**src/rtl/vector_alu.sv**
```systemverilog
// Element-serial vector/scalar ALU fed by the register-read stage.
// One SEW-bit element per cycle; result and scoreboard slot to writeback.
`ifndef SB_SIZE_WID
`define SB_SIZE_WID 4
`endif
`ifndef OPT_WID
`define OPT_WID 7
`endif
`ifndef FUNCT3_WID
`define FUNCT3_WID 3
`endif
`ifndef FUNCT6_WID
`define FUNCT6_WID 6
`endif
`ifndef REG_WID
`define REG_WID 6
`endif

module vector_alu #(
  parameter int VLEN = 128,
  parameter int XLEN = 32,
  parameter int SEW  = 32
) (
  input  logic                    clk,
  input  logic                    rst,
  input  logic                    in_valid,
  output logic                    in_ready,
  input  logic [VLEN-1:0]         in_value1,
  input  logic [VLEN-1:0]         in_value2,
  input  logic [`SB_SIZE_WID-1:0] in_pos,
  input  logic [`OPT_WID-1:0]     in_opt,
  input  logic [`FUNCT3_WID-1:0]  in_funct3,
  input  logic [`FUNCT6_WID-1:0]  in_funct6,
  input  logic [`REG_WID-1:0]     in_rd,
  input  logic [XLEN-1:0]         in_imm,
  output logic                    wb_valid,
  output logic [`REG_WID-1:0]     wb_rd,
  output logic [VLEN-1:0]         wb_value,
  output logic [`SB_SIZE_WID-1:0] done_pos,
  output logic                    illegal
);

  localparam int NELEM = VLEN / SEW;
  localparam int IW    = $clog2(NELEM);
  localparam int SW    = $clog2(SEW);
  localparam int BW    = $clog2(VLEN);

  typedef enum logic [1:0] {
    S_IDLE,
    S_EXEC,
    S_DONE
  } state_t;

  state_t                  r_state;
  state_t                  w_state_nxt;
  logic [IW-1:0]           r_idx;
  logic [VLEN-1:0]         r_v1;
  logic [VLEN-1:0]         r_v2;
  logic [VLEN-1:0]         r_res;
  logic [`SB_SIZE_WID-1:0] r_pos;
  logic [`OPT_WID-1:0]     r_opt;
  logic [`FUNCT3_WID-1:0]  r_funct3;
  logic [`FUNCT6_WID-1:0]  r_funct6;
  logic [`REG_WID-1:0]     r_rd;
  logic [XLEN-1:0]         r_imm;

  logic            w_accept;
  logic            w_last;
  logic [IW-1:0]   w_last_idx;
  logic [BW-1:0]   w_base;
  logic [SEW-1:0]  w_a;
  logic [SEW-1:0]  w_b;
  logic [SEW-1:0]  w_elem;
  logic            w_f3_bad;
  logic            w_f6_bad;
  logic [VLEN-1:0] w_res_nxt;
  logic            w_unused_ok;

  assign in_ready    = (r_state == S_IDLE);
  assign w_accept    = in_ready && in_valid;
  // Scalar destinations only ever produce element 0.
  assign w_last_idx  = r_rd[5] ? IW'(NELEM - 1) : '0;
  assign w_last      = (r_idx == w_last_idx);
  assign w_base      = {r_idx, {SW{1'b0}}};
  assign w_b         = r_v2[w_base +: SEW];
  assign w_unused_ok = ^{r_opt, r_imm[XLEN-1:5]};

  always_ff @(posedge clk or posedge rst) begin
    if (rst) r_state <= S_IDLE;
    else     r_state <= w_state_nxt;
  end

  always_comb begin
    w_state_nxt = r_state;
    unique case (r_state)
      S_IDLE:  if (in_valid) w_state_nxt = S_EXEC;
      S_EXEC:  if (w_last) w_state_nxt = S_DONE;
      S_DONE:  w_state_nxt = S_IDLE;
      default: w_state_nxt = S_IDLE;
    endcase
  end

  always_comb begin
    w_a      = '0;
    w_f3_bad = 1'b0;
    unique case (r_funct3)
      3'b000:  w_a = r_v1[w_base +: SEW];
      3'b100:  w_a = r_v1[SEW-1:0];
      3'b011:  w_a = {{(SEW-5){r_imm[4]}}, r_imm[4:0]};
      default: w_f3_bad = 1'b1;
    endcase
  end

  always_comb begin
    w_elem   = '0;
    w_f6_bad = 1'b0;
    unique case (r_funct6)
      6'b000000: w_elem = w_b + w_a;
      6'b000010: w_elem = w_b - w_a;
      6'b000100: w_elem = (w_b < w_a) ? w_b : w_a;
      6'b000101: w_elem = ($signed(w_b) < $signed(w_a)) ? w_b : w_a;
      6'b000110: w_elem = (w_b > w_a) ? w_b : w_a;
      6'b000111: w_elem = ($signed(w_b) > $signed(w_a)) ? w_b : w_a;
      6'b001001: w_elem = w_b & w_a;
      6'b001010: w_elem = w_b | w_a;
      6'b001011: w_elem = w_b ^ w_a;
      default:   w_f6_bad = 1'b1;
    endcase
    if (w_f3_bad) w_elem = '0;
  end

  always_comb begin
    w_res_nxt = r_res;
    w_res_nxt[w_base +: SEW] = w_elem;
  end

  always_ff @(posedge clk or posedge rst) begin
    if (rst) begin
      r_idx    <= '0;
      r_v1     <= '0;
      r_v2     <= '0;
      r_res    <= '0;
      r_pos    <= '0;
      r_opt    <= '0;
      r_funct3 <= '0;
      r_funct6 <= '0;
      r_rd     <= '0;
      r_imm    <= '0;
      wb_valid <= 1'b0;
      wb_rd    <= '0;
      wb_value <= '0;
      done_pos <= '0;
      illegal  <= 1'b0;
    end else begin
      wb_valid <= 1'b0;
      if (w_accept) begin
        r_idx    <= '0;
        r_res    <= '0;
        r_v1     <= in_value1;
        r_v2     <= in_value2;
        r_pos    <= in_pos;
        r_opt    <= in_opt;
        r_funct3 <= in_funct3;
        r_funct6 <= in_funct6;
        r_rd     <= in_rd;
        r_imm    <= in_imm;
      end else if (r_state == S_EXEC) begin
        r_res <= w_res_nxt;
        if (w_last) begin
          r_idx    <= '0;
          wb_valid <= 1'b1;
          wb_value <= w_res_nxt;
          wb_rd    <= r_rd;
          done_pos <= r_pos;
          illegal  <= w_f3_bad | w_f6_bad;
        end else begin
          r_idx <= r_idx + 1'b1;
        end
      end
    end
  end

endmodule

```
**config.mk**
```make
export PLATFORM = sky130hd
export DESIGN_NAME = vector_alu
export DESIGN_NICKNAME = d
export VERILOG_FILES = /design/src/rtl/vector_alu.sv
export SDC_FILE = /design/constraint.sdc
export NUM_CORES = 2
export LEC_CHECK = 0
export BUFFER_PORTS_ARGS = -buffer_cell sky130_fd_sc_hd__buf_2
export CAP_MARGIN = 20
export CORE_MARGIN = 3
export CORE_UTILIZATION = 52
export DETAILED_ROUTE_END_ITERATION = 8
export PLACE_DENSITY = 0.77
export SLEW_MARGIN = 0
export SYNTH_ARGS = -nofsm -noshare
export SYNTH_HDL_FRONTEND = slang
export SYNTH_SLANG_ARGS = --single-unit
```
**constraint.sdc**
```tcl
create_clock -name clk -period 19 [get_ports clk]
set_input_delay 3.8 -clock clk [delete_from_list [all_inputs] [get_ports clk]]
set_output_delay 3.8 -clock clk [all_outputs]
set_load 0.02 [all_outputs]
```
== Yosys cells after proc, flatten, opt, wreduce, memory -nomap -nowiden ==
Index checks and enable logic that the tools add are counted.

* Bits in registers: 552
* Output and inout port bits: 141

* Order comparisons: 4
* Add/sub/neg operators: 4
* Bitwise logic cells: 5
* Mux-type cells: 22
* Shifts and indexed selects: 4
* Reduce and logical (&&, ||, !) cells: 9
* Equality and inequality tests: 14

{| class="wikitable"
|+ Operators with widths
! cell !! number
|-
| 32-bit case mux with 9 select lines || 1
|-
| 128-bit two-way mux || 2
|-
| 128-bit by 8-bit indexed part select with 32-bit output || 2
|-
| 32-bit two-way mux || 5
|-
| 128-bit bitwise mux || 1
|-
| 32-bit by 9-bit variable shift with 128-bit output (first input constant) || 1
|-
| 32-bit by 9-bit indexed part select with 128-bit output || 1
|-
| 32-bit case mux with 3 select lines || 1
|-
| 32-bit > comparator || 2
|-
| 32-bit < comparator || 2
|-
| 32-bit adder || 1
|-
| 32-bit bitwise AND || 1
|-
| 32-bit bitwise OR || 1
|-
| 32-bit subtractor || 1
|-
| 32-bit bitwise XOR || 1
|-
| 6-bit by 3-bit equality test with 1-bit output (second input constant) || 4
|-
| 6-bit by 4-bit equality test with 1-bit output (second input constant) || 3
|-
| 2-bit two-way mux || 6
|-
| 7-bit negator with 9-bit output || 1
|-
| 9-bit OR reduction || 1
|-
| 6-bit by 2-bit equality test with 1-bit output (second input constant) || 1
|-
| 6-bit logical NOT || 1
|-
| 1-bit two-way mux || 5
|-
| 2-bit inequality test (second input constant) || 2
|-
| other kinds (15) || 15
|}

== Logic depth before layout (Yosys ltp) ==
* Word-level depth: 10
* Gate-level depth with buffers: 23
* Depth with buffers taken out: 17

== Least setup slack after synthesis ==
Ideal clock, no wire load.

* Kind: input to register
* Start: input in_valid
* End: register r_v2[10]
* Arrival: 5.169 ns
* Cell stages on the path: 5
* Setup slack: 13.706 ns
* Path buffers: 3
* Required time: 18.875 ns
* Path through: and2_1 > clkbuf_1 > clkbuf_1 > clkbuf_1 > mux2_2

* Cells in the longest elaborated chain, start to end: 1

{| class="wikitable"
|+ Ends and longest elaborated chain
! what !! line !! RTL
|-
| start: declaration || 26 || <nowiki>input logic in_valid,</nowiki>
|-
| 1-bit logical AND || 80 || <nowiki>assign w_accept = in_ready && in_valid;</nowiki>
|-
| end signal: assignment || 160 || <nowiki>r_v2 <= in_value2;</nowiki>
|-
| end: declaration || 58 || <nowiki>logic [VLEN-1:0] r_v2;</nowiki>
|}

Every way passes these cells.
A chain may end at the register's enable or synchronous reset.

== Final worst setup path ==
* Start: register r_idx[0]
* End: register wb_value[13]

* Cells in the longest elaborated chain, start to end: 8
* Elaborated cells between the ends (all ways): 24
* Classes of those cells: add/sub: 3; order compare: 4; eq/ne: 1; shift: 4; mux: 8; bitwise: 3; reduce/logical: 1

{| class="wikitable"
|+ Ends and longest elaborated chain
! what !! line !! RTL
|-
| start: declaration || 56 || <nowiki>logic [IW-1:0] r_idx;</nowiki>
|-
| start signal: assignment || 177 || <nowiki>r_idx <= r_idx + 1'b1;</nowiki>
|-
| 128-bit by 8-bit indexed part select with 32-bit output || 107 || <nowiki>3'b000: w_a = r_v1[w_base +: SEW];</nowiki>
|-
| 32-bit case mux with 3 select lines || 106 || <nowiki>unique case (r_funct3)</nowiki>
|-
| 32-bit > comparator, or another cell as far along || 123 || <nowiki>6'b000111: w_elem = ($signed(w_b) > $signed(w_a)) ? w_b : w_a;</nowiki>
|-
| 32-bit two-way mux, on equally long branches || -- ||
|-
| 32-bit case mux with 9 select lines || 117 || <nowiki>unique case (r_funct6)</nowiki>
|-
| 32-bit two-way mux || 129 || <nowiki>if (w_f3_bad) w_elem = '0;</nowiki>
|-
| 32-bit by 9-bit indexed part select with 128-bit output || 134 || <nowiki>w_res_nxt[w_base +: SEW] = w_elem;</nowiki>
|-
| 128-bit bitwise mux || 134 ||
|-
| end signal: assignment || 172 || <nowiki>wb_value <= w_res_nxt;</nowiki>
|-
| end: declaration || 38 || <nowiki>output logic [VLEN-1:0] wb_value,</nowiki>
|}

Several ways; a longest one is shown, not always the timed one.

==> out/qor.csv <==
stage;metric;value;unit
place;RePlAce Congestion;0.954;
grt;pin count of the biggest net entering global routing;190;
detailed_routing;wire per inst;24.4;um
synthesis;Yosys top cell area share;45.6;%
power;clock network fraction of design power;15.8;%
power;Cell Pwr Density;218;nW/um^2
worst_hold_path;Hold Path Class;reg2reg;
cts;TritonCTS buffer count;58;
synthesis;largest area contributor in the netlist;dfrtp_1;
cts;Root Buffer;clkbuf_16;
power;Logic pwr share;61.3;%
detailed_routing;first drt pass iteration count;8;
cells_and_area;layout cells sized above 1;30.7;%
worst_setup_path;Worst setup EP type;register;
grt;Global Route Usage Sum;31.5;%
floorplanning;Rows;87;
synthesis;Yosys reg bits;552;
power;switching power total;0.00379;W
grt;global-route wire length before repair;148;mm
floorplanning;Starting Density;53.2;%
worst_setup_path;critical path required time;19.43;ns
cts;clk_lat worst skew;0.62;ns
detailed_routing;Total Routed Length;97.8;mm
synthesis;most frequent cell after synthesis;dfrtp_1;
timing;Tcrit/Tclk final;39.2;%
power;Sw Ratio;49.6;%
timing;Fin Clk Skew;0.0227;ns
cts;htree depth;2;
status;outcome;finished clean;
grt;total global routing overflow;0;
synthesis;synth unique cells;92;
place;Port-buffer cells;423;
cells_and_area;fin cells;4015;
timing;# setup viols final;0;
synthesis;post-synthesis instance total;2880;
worst_setup_path;r2r setup slk;11.56;ns
synthesis;sequential element share of the synthesized area;45.6;%
power;Leakage;15.5;nW
detailed_routing;routed vias;25243;
floorplanning;Top Ports;458;
synthesis;number of synthesis warnings;0;
power;sequential power share;23.0;%
floorplanning;CORE AREA;56900;um^2
synthesis;EDFF count, synth;0;
cts;Clock Path Buffers;3;
timing;FMAX;0.134;GHz
synthesis;main flop type after synthesis;dfrtp_1;
worst_setup_path;Critical R2R Capture;wb_value[13];
floorplanning;die extent in y;247;um
timing;Slew @ Worst Pin;1.17;ns
detailed_routing;DRC Markers;0;
worst_setup_path;worst r2r src;r_idx[0];
worst_setup_path;Worst setup startpoint;r_idx[0];
flow_run;Max-Cap Viols;0;
cts;CTS tree;done;
synthesis;Mapped Nets;3300;
cts;# resized after CTS;0;
grt;vias in the first global route;25534;
synthesis;dominant cells by area after synthesis;dfrtp_1 46%, mux2_2 11%, mux4_2 4.6%, o21ai_0 4.4%, ha_1 4.2%;
synthesis;top cells by count, synth;552 x dfrtp_1, 285 x mux2_2, 269 x o21ai_0;
cts;Clock transition at path regs;0.06;ns
cts;Post-CTS Setup Inserts;0;
timing;setup TNS;0;ns
synthesis;share of flip-flops with an asynchronous set or reset;100;%
timing;Max-slew headroom;22.3;%
synthesis;Cell Area, Synth;30300;um^2
detailed_routing;average vias per placed instance;6.29;
worst_setup_path;CP startpoint kind;register;
cts;cts hold-fix bufs;0;
power;Internal;0.00385;W
worst_setup_path;cells on worst reg2reg path;15;
worst_setup_path;kind of critical path;reg2reg;
timing;RSZ-0062 raised after global routing;false;
synthesis;Syn Area/Cell;10.5;um^2
worst_setup_path;worst-path maximum fanout;38;
timing;Final Hold Vio Count;0;
floorplanning;die area;61100;um^2
cells_and_area;Final nets;3618;
place;dpl hpwl;68.1;mm
power;peak supply drop;0.183;mV
worst_setup_path;Crit path arrival time;7.87;ns
detailed_routing;Routed Antenna Nets;0;
detailed_routing;DRT iter0 DRCs;2435;
worst_setup_path;Critical Path Sink;wb_value[13];
timing;Slew Limit Fails;0;
grt;initial antenna violation count;15;
cells_and_area;Layout area overhead;15.8;%
cts;clock sinks;552;
timing;Final min period;7.44;ns
floorplanning;die width;247;um
place;Placed Cells;3891;
[logic make-up (layout without fill, tap and decap cells)]
| logic type | count (synthesis) | in the layout | share of synthesized area [%] |
|---|---|---|---|
| compound gates | 859 | 859 | 17.9 |
| simple gates | 659 | 659 | 11.4 |
| flops | 552 | 552 | 45.6 |
| mux | 358 | 358 | 15.6 |
| buf+inv | 326 | 690 | 4.49 |
| fa+ha+maj | 103 | 103 | 4.31 |
| xor+xnor | 23 | 23 | 0.666 |
| other cells | 0 | 15 | 0 |
[area by class of cell]
| type | count | area (um^2) |
|---|---|---|
| flip-flops and latches | 552 | 13800 |
| clock inverters | 27 | 363 |
| inverters | 109 | 413 |
| repair buffers | 475 | 2590 |
| diodes | 15 | 37.5 |
| fillers | 4551 | 21900 |
| clock buffers | 79 | 1690 |
| well taps | 756 | 946 |
| multi-input cells | 2002 | 15200 |
[worst max-delay path, cell delays in order, from the launching register on]
cell and delay (ns):
dfrtp_4 0.88, buf_4 0.73, mux4_2 0.60, a221oi_1 0.92, ha_1 0.52, nand4_2 0.23
a21oi_2 0.10, o31a_1 0.35, o21ai_1 0.49, and2_2 0.48, buf_4 0.39, nor2_1 0.09
a21oi_1 0.15, o221ai_1 0.15, nor3_2 0.86, o21ai_0 0.25
[layer usage]
| metal | share of wire [%] | global-route usage [%] |
|---|---|---|
| met5 | 0.013 | 0 |
| met4 | 4.7 | 14.7 |
| met3 | 7.7 | 6.43 |
| met2 | 48 | 52.5 |
| met1 | 39 | 39.6 |
[how the worst min path moves through the flow]
stage,end,slack [ns],startpoint,depth (start not counted)
6_report,wb_rd[1],0.47,r_rd[1],2
5_1_grt,r_res[33],0.48,r_res[33],2
4_1_cts,wb_rd[3],0.47,r_rd[3],2
3_5_place_dp,wb_rd[3],0.46,r_rd[3],2
3_3_place_gp,wb_rd[1],0.45,r_rd[1],2
2_1_floorplan,done_pos[0],0.43,r_pos[0],2
[placed cells by master (no fill, tap or decap), types with 9 or more instances in the layout]
cell	netlist	final
nor2_1	116	116
a221oi_2	9	9
nor3_1	26	24
o31ai_1	12	12
a21o_1	18	18
a221oi_1	25	25
a211oi_1	29	29
nand2b_1	9	9
o21ai_1	67	67
clkbuf_8	0	12
dfrtp_1	552	550
nor3b_1	130	130
a21oi_1	227	223
a31oi_1	15	15
nand3_1	26	26
mux2_2	285	285
inv_1	107	106
clkinv_2	0	11
o22ai_1	25	25
o221ai_1	25	25
buf_4	16	46
buf_2	37	423
o21ai_0	269	269
and2_1	14	12
mux2i_1	11	10
ha_1	101	99
mux4_2	62	62
nor2b_1	12	12
xnor2_1	19	19
nand2_1	257	255
a221o_1	26	26
clkbuf_16	0	60
o211ai_1	20	20
diode_2	0	15
a22o_1	10	10
[power groups by stage]
| stage | Sequential [W] | Combinational [W] | Clock (W) |
|---|---|---|---|
| after floorplan | 0.00169 | 0.00333 | 0 |
| after global routing | 0.00180 | 0.00502 | 0.00127 |
| final | 0.00176 | 0.00468 | 0.00120 |
| after CTS | 0.00175 | 0.00458 | 0.00122 |
| after global placement | 0.00173 | 0.00446 | 0 |
| after detailed placement | 0.00177 | 0.00455 | 0 |
[state kept, by name (all words and copies together), names as in the netlist]
signal,count
done_pos,4
wb_value,128
illegal,1
r_imm,5
r_idx,2
r_funct6,6
r_pos,4
r_res,128
r_v2,128
r_state,2
r_rd,6
r_funct3,3
r_v1,128
wb_valid,1
wb_rd,6
[per-stage QoR]
step	utilization, %	hold slack, ns	cell area (um^2)	power [W]	worst slack (ns)
after floorplan	-	0.435	30300	0.00502	7.69
after global placement	57.7	0.446	32800	0.00619	11.76
after detailed placement	57.8	0.457	32900	0.00632	11.60
after CTS	61.4	0.470	34900	0.00755	11.51
after global routing	61.6	0.485	35000	0.00809	11.07
final	61.6	0.472	35000	0.00764	11.56
No activity file was read; power rests on OpenSTA's default activity.
